## src/rtl/pipe_ctrl_pkg.sv

```systemverilog
// Shared decode/hazard definitions: opcodes, control sub-ops, forward-select
// encodings, hazard FSM states and scoreboard entry layout.
package pipe_ctrl_pkg;

  localparam int RIDX_W = 5;
  localparam int OPC_W  = 6;
  localparam int SB_N   = 3;

  localparam logic [OPC_W-1:0] OPC_ADD   = 6'b000000;
  localparam logic [OPC_W-1:0] OPC_SUB   = 6'b000001;
  localparam logic [OPC_W-1:0] OPC_AND   = 6'b000010;
  localparam logic [OPC_W-1:0] OPC_OR    = 6'b000011;
  localparam logic [OPC_W-1:0] OPC_XOR   = 6'b000100;
  localparam logic [OPC_W-1:0] OPC_NOT   = 6'b000101;
  localparam logic [OPC_W-1:0] OPC_SHL   = 6'b000110;
  localparam logic [OPC_W-1:0] OPC_SHR   = 6'b000111;
  localparam logic [OPC_W-1:0] OPC_ADDI  = 6'b001000;
  localparam logic [OPC_W-1:0] OPC_MUL   = 6'b001001;
  localparam logic [OPC_W-1:0] OPC_CMP   = 6'b001010;
  localparam logic [OPC_W-1:0] OPC_LOAD  = 6'b001011;
  localparam logic [OPC_W-1:0] OPC_STORE = 6'b001100;
  localparam logic [OPC_W-1:0] OPC_CTRL  = 6'b001111;

  // Control instructions carry their sub-op in the rd field.
  localparam logic [RIDX_W-1:0] RD_JMP = 5'd0;
  localparam logic [RIDX_W-1:0] RD_BEQ = 5'd1;
  localparam logic [RIDX_W-1:0] RD_BLT = 5'd2;
  localparam logic [RIDX_W-1:0] RD_BGT = 5'd3;

  localparam logic [1:0] FWD_RF = 2'b00;
  localparam logic [1:0] FWD_M  = 2'b01;
  localparam logic [1:0] FWD_W  = 2'b10;

  typedef enum logic [1:0] {
    RUN   = 2'd0,
    STALL = 2'd1,
    FLUSH = 2'd2
  } hzd_state_t;

  typedef struct packed {
    logic              valid;
    logic [RIDX_W-1:0] rd;
    logic              we;
    logic              ld;
  } sb_entry_t;

  // Observation bundle: FSM state plus per-entry (E=0, M=1, W=2) hit/load flags.
  typedef struct packed {
    hzd_state_t      state;
    logic [SB_N-1:0] hit_a;
    logic [SB_N-1:0] hit_b;
    logic [SB_N-1:0] sb_ld;
  } hzd_dbg_t;

  // Returns {use_a, use_b}. JMP reads nothing; NOT and LOAD do not read rb.
  function automatic logic [1:0] src_use(
    input logic [OPC_W-1:0]  opc,
    input logic [RIDX_W-1:0] rd,
    input logic              is_ld,
    input logic              is_str,
    input logic              is_brn
  );
    logic jmp;
    logic no_b;
    jmp  = is_brn & (rd == RD_JMP);
    no_b = is_ld | (opc == OPC_LOAD) | (opc == OPC_NOT);
    return {~jmp, ~jmp & (is_str | ~no_b)};
  endfunction

endpackage

```

## src/rtl/pipe_hzd_cmp.sv

```systemverilog
// One scoreboard entry compared against the D-stage source indices.
module pipe_hzd_cmp
  import pipe_ctrl_pkg::*;
(
  input  logic              valid,
  input  logic              we,
  input  logic [RIDX_W-1:0] rd,
  input  logic [RIDX_W-1:0] ra,
  input  logic [RIDX_W-1:0] rb,
  input  logic              use_a,
  input  logic              use_b,
  output logic              match_a,
  output logic              match_b
);

  logic writer;

  assign writer  = valid & we;
  assign match_a = writer & use_a & (rd == ra);
  assign match_b = writer & use_b & (rd == rb);

endmodule

```

## src/rtl/pipe_hazard_ctrl.sv

```systemverilog
// Decode/execute hazard controller: E/M/W destination scoreboard, stall/flush/bubble
// controls and registered E-operand forward selects. Forwarding enabled by PIPE_HAZARD_FWD_EN.
module pipe_hazard_ctrl
  import pipe_ctrl_pkg::*;
#(
  parameter int XLEN = 32,
  parameter int NREG = 32
) (
  input  logic              clk,
  input  logic              rst,
  input  logic              D_valid,
  input  logic [OPC_W-1:0]  D_opc,
  input  logic [RIDX_W-1:0] D_ra,
  input  logic [RIDX_W-1:0] D_rb,
  input  logic [RIDX_W-1:0] D_rd,
  input  logic              D_we,
  input  logic              D_ld,
  input  logic              D_str,
  input  logic              D_brn,
  input  logic              E_brn_taken,
  output logic              F_stall,
  output logic              D_stall,
  output logic              E_bubble,
  output logic              F_flush,
  output logic [1:0]        E_fwd_a,
  output logic [1:0]        E_fwd_b,
  output logic              sb_busy,
  output hzd_dbg_t          dbg
);

  if (NREG != (1 << RIDX_W) || XLEN < 8) begin : g_param_chk
    $error("pipe_hazard_ctrl: NREG must equal %0d and XLEN must be >= 8", 1 << RIDX_W);
  end

  hzd_state_t      state;
  hzd_state_t      state_nxt;
  sb_entry_t       sb [SB_N];
  sb_entry_t       d_entry;
  logic            use_a;
  logic            use_b;
  logic            d_live;
  logic            hazard;
  logic            issue;
  logic [SB_N-1:0] hit_a;
  logic [SB_N-1:0] hit_b;
  logic [SB_N-1:0] sb_ld;
  logic [SB_N-1:0] sb_wr;

  assign {use_a, use_b} = src_use(D_opc, D_rd, D_ld, D_str, D_brn);

  // The redirect target has not reached D during FLUSH, so D content is stale.
  assign d_live = D_valid & (state != FLUSH);
  assign issue  = d_live & ~E_bubble;

  for (genvar i = 0; i < SB_N; i++) begin : g_cmp
    pipe_hzd_cmp u_cmp (
      .valid   (sb[i].valid),
      .we      (sb[i].we),
      .rd      (sb[i].rd),
      .ra      (D_ra),
      .rb      (D_rb),
      .use_a   (use_a),
      .use_b   (use_b),
      .match_a (hit_a[i]),
      .match_b (hit_b[i])
    );
    assign sb_ld[i] = sb[i].ld;
    assign sb_wr[i] = sb[i].valid & sb[i].we;
  end

`ifdef PIPE_HAZARD_FWD_EN
  logic [1:0] sel_a;
  logic [1:0] sel_b;
  logic [1:0] fwd_a_q;
  logic [1:0] fwd_b_q;

  // Only a load still in E cannot be forwarded in time.
  assign hazard = d_live & sb_ld[0] & (hit_a[0] | hit_b[0]);

  // Producer in E now sits in M when the consumer reaches E; M moves to W.
  always_comb begin
    sel_a = FWD_RF;
    sel_b = FWD_RF;
    if (hit_a[0])      sel_a = FWD_M;
    else if (hit_a[1]) sel_a = FWD_W;
    if (hit_b[0])      sel_b = FWD_M;
    else if (hit_b[1]) sel_b = FWD_W;
  end

  always_ff @(posedge clk) begin
    if (rst) begin
      fwd_a_q <= FWD_RF;
      fwd_b_q <= FWD_RF;
    end else if (issue) begin
      fwd_a_q <= sel_a;
      fwd_b_q <= sel_b;
    end else begin
      fwd_a_q <= FWD_RF;
      fwd_b_q <= FWD_RF;
    end
  end

  assign E_fwd_a = fwd_a_q;
  assign E_fwd_b = fwd_b_q;
`else
  // Without forwarding any in-flight writer of a used source holds D.
  assign hazard  = d_live & ((|hit_a) | (|hit_b));
  assign E_fwd_a = FWD_RF;
  assign E_fwd_b = FWD_RF;
`endif

  always_comb begin
    d_entry       = '0;
    d_entry.valid = 1'b1;
    d_entry.rd    = D_rd;
    d_entry.we    = D_we;
    d_entry.ld    = D_ld;
  end

  always_ff @(posedge clk) begin
    if (rst) begin
      sb[0] <= '0;
      sb[1] <= '0;
      sb[2] <= '0;
    end else begin
      sb[2] <= sb[1];
      sb[1] <= sb[0];
      sb[0] <= issue ? d_entry : '0;
    end
  end

  always_ff @(posedge clk) begin
    if (rst) state <= RUN;
    else     state <= state_nxt;
  end

  always_comb begin
    state_nxt = RUN;
    if (E_brn_taken) state_nxt = FLUSH;
    else if (hazard) state_nxt = STALL;
  end

  // A taken branch overrides any stall: D and F are squashed instead of held.
  always_comb begin
    F_stall  = 1'b0;
    D_stall  = 1'b0;
    E_bubble = 1'b0;
    F_flush  = 1'b0;
    if (E_brn_taken) begin
      F_flush  = 1'b1;
      E_bubble = 1'b1;
    end else if (state == FLUSH) begin
      E_bubble = 1'b1;
    end else if (hazard) begin
      F_stall  = 1'b1;
      D_stall  = 1'b1;
      E_bubble = 1'b1;
    end
  end

  assign sb_busy = |sb_wr;

  always_comb begin
    dbg       = '0;
    dbg.state = state;
    dbg.hit_a = hit_a;
    dbg.hit_b = hit_b;
    dbg.sb_ld = sb_ld;
  end

endmodule

```

## config.mk

```make
export PLATFORM = sky130hd
export DESIGN_NAME = pipe_hazard_ctrl
export DESIGN_NICKNAME = d
export VERILOG_FILES = /design/src/rtl/pipe_ctrl_pkg.sv /design/src/rtl/pipe_hzd_cmp.sv /design/src/rtl/pipe_hazard_ctrl.sv
export SDC_FILE = /design/constraint.sdc
export NUM_CORES = 1
export LEC_CHECK = 0
export CAP_MARGIN = 20
export CORE_UTILIZATION = 25
export CTS_CLUSTER_DIAMETER = 150
export DETAILED_ROUTE_END_ITERATION = 10
export PLACE_DENSITY = 0.59
export RECOVER_POWER = 50
export SYNTH_ARGS = -nofsm -noshare
export SYNTH_HDL_FRONTEND = slang
export SYNTH_SLANG_ARGS = --single-unit
```

## constraint.sdc

```tcl
create_clock -name clk -period 4.2 [get_ports clk]
set_input_delay 1.26 -clock clk [delete_from_list [all_inputs] [get_ports clk]]
set_output_delay 1.26 -clock clk [all_outputs]
set_load 0.005 [all_outputs]
```

==> results.sh <==
export IMPL_worst_hold_path_type="reg2reg"
export IMPL_num_nets_final=237
export IMPL_clkPwrFrac_pct=38.4
export IMPL_critical_path_class="in2out"
export IMPL_syn_area_mm2=0.00135
export IMPL_status="completed"
export IMPL_grt_overflow=0
export IMPL_place_detailed_hpwl_mm=2.60
export IMPL_power_share_of_the_sequential_group_pct=47.0
export IMPL_drc=0
export IMPL_final_setup_worst_slack_ps=54.8
export IMPL_detailedRoute_firstIterationViolations=61
export IMPL_area_overhead_vs_synth_pct=56.7
export IMPL_slew_limit_headroom_pct=50.9
export IMPL_cp_end_kind="primary output"
export IMPL_detail_route_wirelength_mm=3.52
export IMPL_cts_sink_count=26
export IMPL_ir_drop_mv=0.135
export IMPL_post_dp_cell_area_mm2=0.00189
export IMPL_synthArstFlopShare_pct=0
export IMPL_cellPowerDensity_mw_per_mm2=256
export IMPL_num_io_pins=49
export IMPL_place_worst_setup_slack_ps=-722
export IMPL_max_slew_worst_pin_slew_ps=735
export IMPL_number_of_vias_after_detailed_routing=1189
export IMPL_cts_root_buf="clkbuf_8"
export IMPL_power_leakage_nw=0.886
export IMPL_netlist_instances=150
export IMPL_postSynth_topFlopCell="dfxtp_1"
export IMPL_power_report_internal_total_mw=0.422
export IMPL_num_rows=26
export IMPL_cts_made_buffers=3
export IMPL_fp_coreArea_mm2=0.00514
export IMPL_worst_path_largest_cell_delay_ps=500
export IMPL_ant_nets=0
export IMPL_report_final_setup_viol=0
export IMPL_power_switching_mw=0.118
export IMPL_track_usage_pct=13.0
export IMPL_antennaDiodeCount=0
export IMPL_postSynthAreaPerCell_um2=8.97
export IMPL_critPathMaxFanout=5
export IMPL_drt_first_pass_iters=4
export IMPL_final_area_mm2=0.00211
export IMPL_chipHeight_um=75.4
export IMPL_dp_cells=267
export IMPL_avgRoutedWirePerCell_um=12.7
export IMPL_power_switching_fraction_pct=21.8
export IMPL_synth_seq_area_share_pct=38.7
export IMPL_tritoncts="built"
export IMPL_ctsLongestPathBuffers=2
export IMPL_ys_warnings_count=0
export IMPL_post_synthesis_register_bit_count=26
export IMPL_p_total_mw=0.540
export IMPL_max_clock_freq_mhz=241
export IMPL_worstSetupStartpointType="input port"
export IMPL_post_synth_edffs=0
export IMPL_skew_ps=2.68
export IMPL_critical_path_slowest_cell="or4b_4"
export IMPL_layoutNonFillerInstCount=277
export IMPL_finalMaxSlewViolations=0
export IMPL_pin_count_of_the_biggest_net_entering_global_routing=19
export IMPL_path_clk_slew_ps=90
export IMPL_final_period_utilization_pct=98.7
export IMPL_die_width_um=75.4
export IMPL_cp_required_ps=2940
export IMPL_layout_drive_gt1_share_pct=27.1
export IMPL_fin_worst_hold_slack_ps=464
export IMPL_first_pass_grt_wire_length_mm=5.38
export IMPL_cts_htree_levels=1
export IMPL_timing_max_cap_violations=0
export IMPL_gp_congestion=0.766
export IMPL_timing_critical_path_arrival_ps=2890
export IMPL_report_final_hold_viol_count=0
export IMPL_utilization_after_layout_pct=41.0
export IMPL_dieArea_mm2=0.00568
export IMPL_final_setup_tns_ps=0
export IMPL_cts_hold_buf=0
export IMPL_yosysUniqueCellTypes=32
export IMPL_port_buffers=44
export IMPL_critical_path_cell_chain="clkdlybuf4s15_1 -> or4b_4 -> nor3_4 -> buf_6 -> nor4_4 -> nor4b_4 -> a21oi_4 -> buf_2"
export IMPL_initial_antenna_violation_count=0
export IMPL_post_route_min_period_ps=4150
export IMPL_comb_power_share_pct=14.6
export IMPL_clkLatencyLatePin_ps=270
export IMPL_vias_in_the_first_global_route=1188
export IMPL_vias_per_cell=4.29
export IMPL_initial_core_util_pct=26.2
kinds of logic after synthesis:
| family | synth area share [%] |
|---|---|
| DFF | 38.7 |
| xor gates and xnor gates | 18.2 |
| and+or+nand+nor | 28.5 |
| AOI/OAI and AO/OA | 5.58 |
| buffers and inverters | 8.74 |
| other | 0.279 |
critical path, delay by kind of cell:
kind            cells  cell delay, ps
compound gates      1             100
simple gates        4            1060
buf+inv             3             480
placed cells by master, fill, tap and decap left out, types with 3 or more instances in the layout:
cell	count
buf_2	8
buf_4	18
buf_6	3
clkbuf_8	3
clkdlybuf4s50_1	12
conb_1	4
dfxtp_1	26
dlygate4sd2_1	12
dlygate4sd3_1	4
dlymetal6s2s_1	5
inv_1	4
nand2_1	14
nand4_1	4
nor2_1	6
nor2b_1	16
nor3_1	7
nor4_4	3
xnor2_1	19
xnor2_2	5
xor2_1	4
routing by layer:
metal | vias up | track usage [%] | wire length (um)
li1 | 601 | - | -
met1 | 549 | 15.7 | 1500
met2 | 37 | 22.4 | 1820
met3 | 2 | 3.44 | 189
met4 | 0 | 4.53 | 14
met5 | - | 0 | 0
what timing repair did:
item	4_1_cts	5_1_grt
pin swaps	22	14
endpoints found under the setup margin	9	5
setup buffers	6	0
resized for setup	57	25
endpoints found under the hold margin	0	0
final cells by class:
cell class	count	area (um^2)
multi-input combinational	108	857
clock buffer	3	41.3
inverter	4	15.0
tap	70	87.6
sequential	26	520
timing repair buffer	65	557
clock inverter	1	30.0
fill	528	3030
cells in the mapped netlist (2+ instances only):
cell,number,share of area (%)
nand4_1,4,1.9
buf_4,12,6.7
nor2_1,6,1.7
xnor2_1,24,16
dfxtp_1,26,39
or3_1,4,1.9
nor2b_1,16,7.4
nor4_1,3,1.4
a21oi_1,4,1.5
nand3_1,2,0.74
nor3_1,8,3.0
nand2_1,14,3.9
and3b_1,2,1.3
xor2_1,4,2.6
inv_1,4,1.1
power groups by stage:
| stage | registers [mW] | clock network [mW] | logic (mW) |
|---|---|---|---|
| final | 0.254 | 0.207 | 0.0787 |
| after global routing | 0.255 | 0.224 | 0.0856 |
| after CTS | 0.254 | 0.212 | 0.0759 |
| after detailed placement | 0.260 | 0 | 0.0776 |
| after global placement | 0.260 | 0 | 0.0774 |
| after floorplan | 0.259 | 0 | 0.0320 |
registers in the layout, indices dropped and copies added (netlist names):
signal  cells
sb         24
state       2
worst paths after layout:
kind | slack, ps | cells after the start | startpoint | endpoint
worst min-delay path | 460 | 1 | sb[0][7]$_SDFF_PP0_ | sb[0][15]$_SDFF_PP0_
worst max-delay path | 50 | 8 | D_rd[3] | E_bubble
worst max register to register | 2260 | 8 | sb[0][13]$_SDFF_PP0_ | sb[0][0]$_SDFF_PP0_
worst min register to register | 460 | 1 | sb[0][7]$_SDFF_PP0_ | sb[0][15]$_SDFF_PP0_
No activity file was read; power rests on OpenSTA's default activity.
==> RTL edit: new RTL, config.mk and constraints unchanged <==
Add a define of `PIPE_HAZARD_FWD_EN`.
--- a/src/rtl/pipe_hazard_ctrl.sv
+++ b/src/rtl/pipe_hazard_ctrl.sv
@@ -1,5 +1,7 @@
 // Decode/execute hazard controller: E/M/W destination scoreboard, stall/flush/bubble
 // controls and registered E-operand forward selects. Forwarding enabled by PIPE_HAZARD_FWD_EN.
+`define PIPE_HAZARD_FWD_EN
+
 module pipe_hazard_ctrl
   import pipe_ctrl_pkg::*;
 #(
Check against the original RTL: not equivalent (Yosys sat finds a counterexample within 4 cycles, from zero or initial values and one cycle with rst high).
==> RTL edit against the unedited design <==
Area after synthesis grew 4.8%. Global-route usage grew 0.56 points. Count of clock-buffer cells in the layout grew 5. Wire length grew 4.0%. Setup slack lost 15 ps. Sequential cell count grew 4. Sequential share of layout area grew 1.2 points. Final area grew 10%. Register-to-register slack gained 300 ps. Power grew 21%. Clock skew grew 0.88 ps. Non-clock buffer count grew 16.
==> RTL edit: results (changes against the unedited design) <==
- Gpl congestion: 0.851 (+11%)
- Worst Reg-to-Reg Cells: 6 (-2)
- Metal-1 WL: 1640 um (+9.3%)
- CP max stage cell: or4_4
- Port-buffer cells: 48 (+9.1%)
- Crit path arrival time: 2900 ps (about the same)
- Worst-path clk slew: 60 ps (-30 ps)
- Met2 Use GR: 22.8% (+0.35 points)
- End point of the worst hold path: sb[0][9]
- Post-Synth XOR/XNOR Area: 18.6% (+0.40 points)
- Adder-Cell Fraction of Synth Area: 0% (unchanged)
- First-pass GRT wire length: 6150 um (+14%)
- Post-Syn Area per Cell: 9.53 um^2 (+6.3%)
- CTS Buffer Depth: 2 (unchanged)
- Setup clock skew after layout: 3.57 ps (+0.883 ps)
- TritonCTS buffer count: 5 (+2)
- DRT iter0 DRCs: 34 (-44%)
- Hold_sp: sb[0][1]
- FF-to-FF Start: sb[0][6]
- Worst Hold Depth: 1 (unchanged)
- Crit-path leading delay family: simple AND/OR/NAND/NOR gates
- Synth area leaders: dfxtp_1 43%, xnor2_1 12%, nor2b_1 7.5%, xor2_1 6.2%, buf_4 4.3%
- Share of layout cells above drive strength 1: 27.0% (-0.062 points)
- Pin count of the biggest net entering global routing: 21 (+2)
- Filler cell count: 537 (+1.7%)
- H-tree depth: 2 (+1)
- Detailed Route WL: 3660 um (+4.0%)
- Reg-to-reg critical path endpoint: E_fwd_b[1]
- HPWL Detailed: 2830 um (+9.0%)
- Reg2Reg Setup Slack: 2560 ps (+300 ps)
- Crit-path max FO: 4 (-1)
- Post-synth cell types: 31 (-3.1%)
- Async set-reset flop share out of synthesis: 0% (unchanged)
- Cell count after placement: 286 (+7.1%)
- Clk_lat worst skew: 290 ps (+20 ps)
- Overall routing resource usage: 13.6% (+0.56 points)
- Worst relative slew slack: 43.4% (-7.4 points)
- Worst path max stage delay: 540 ps (+40 ps)
- Met1 usage: 15.6% (-0.10 points)
- Vias post-DR: 1259 (+5.9%)
- Post-synthesis sequential area ratio: 42.6% (+3.9 points)
- Post-synthesis compound-gate area fraction: 4.97% (-0.61 points)
- DR pass1 iterations: 2 (-2)
- Synth top cells by count: 30 x dfxtp_1, 20 x xnor2_1, 17 x nor2b_1
- Pleak: 0.988 nW (+11%)
- GRT met3 Usage: 3.69% (+0.25 points)
- Design area: 0.00232 mm^2 (+10%)
- Status: finished, final reports clean
- Hold WC Path Type: reg2reg
- Nets: 254 (+7.2%)
- Met2 Wirelength: 1760 um (-2.9%)
- Via density: 4.25 (-0.91%)
- Worst VDD drop: 0.146 mV (+8.3%)
- Placed Area: 0.00214 mm^2 (+13%)
-- RTL edit: changes by cell type after synthesis, moves of 4 or more --
cell	before	now
dfxtp_1	26	30
buf_4	12	8
xor2_1	4	10
nor3_1	8	3
nor4_1	3	7
xnor2_1	24	20
-- RTL edit: how the worst max path moves through the flow --
stage / startpoint / endpoint / slack [ps] / cells past startpoint
floorplan: D_rd[1] / E_bubble / 410 / 5
detailed placement: D_rd[4] / dbg[4] / -510 / 7
CTS: D_rd[4] / dbg[4] / 0.9 / 8
global placement: D_rb[0] / F_stall / -520 / 8
finish: D_rd[0] / E_bubble / 40 / 7
global route: D_ra[0] / D_stall / -20 / 7
-- RTL edit: what timing repair did --
item | 4_1_cts | 5_1_grt
pin swaps | 8 | 3
cloned | 0 | 0
hold endpoints to repair | 0 | 0
setup buffers | 2 | 0
gates resized for setup | 45 | 5
setup endpoints to repair | 9 | 5
-- RTL edit: per-stage QoR --
stage / setup slack, ps / hold WS (ps) / total power (W)
2_1_floorplan: 406 / 438 / 0.000328
3_3_place_gp: -524 / 447 / 0.000387
3_5_place_dp: -513 / 456 / 0.000387
4_1_cts: 0.891 / 466 / 0.000665
5_1_grt: -16.6 / 478 / 0.000687
6_report: 40.1 / 462 / 0.000655
-- RTL edit: final cells by class --
cell class | count | share of cell area, %
sequential | 30 | 25.9
tap | 70 | 3.78
timing repair buffer | 81 | 30.1
multi-input combinational | 106 | 35.3
clock buffer | 8 | 4.75
inverter | 1 | 0.162
-- RTL edit: power breakdown --
part,internal (W),total [W],switching [W],leakage [nW]
clock network,0.000165,0.000272,0.000107,0.0575
registers,0.000289,0.000292,0.00000335,0.243
logic,0.0000541,0.0000903,0.0000362,0.688
total,0.000508,0.000655,0.000147,0.988
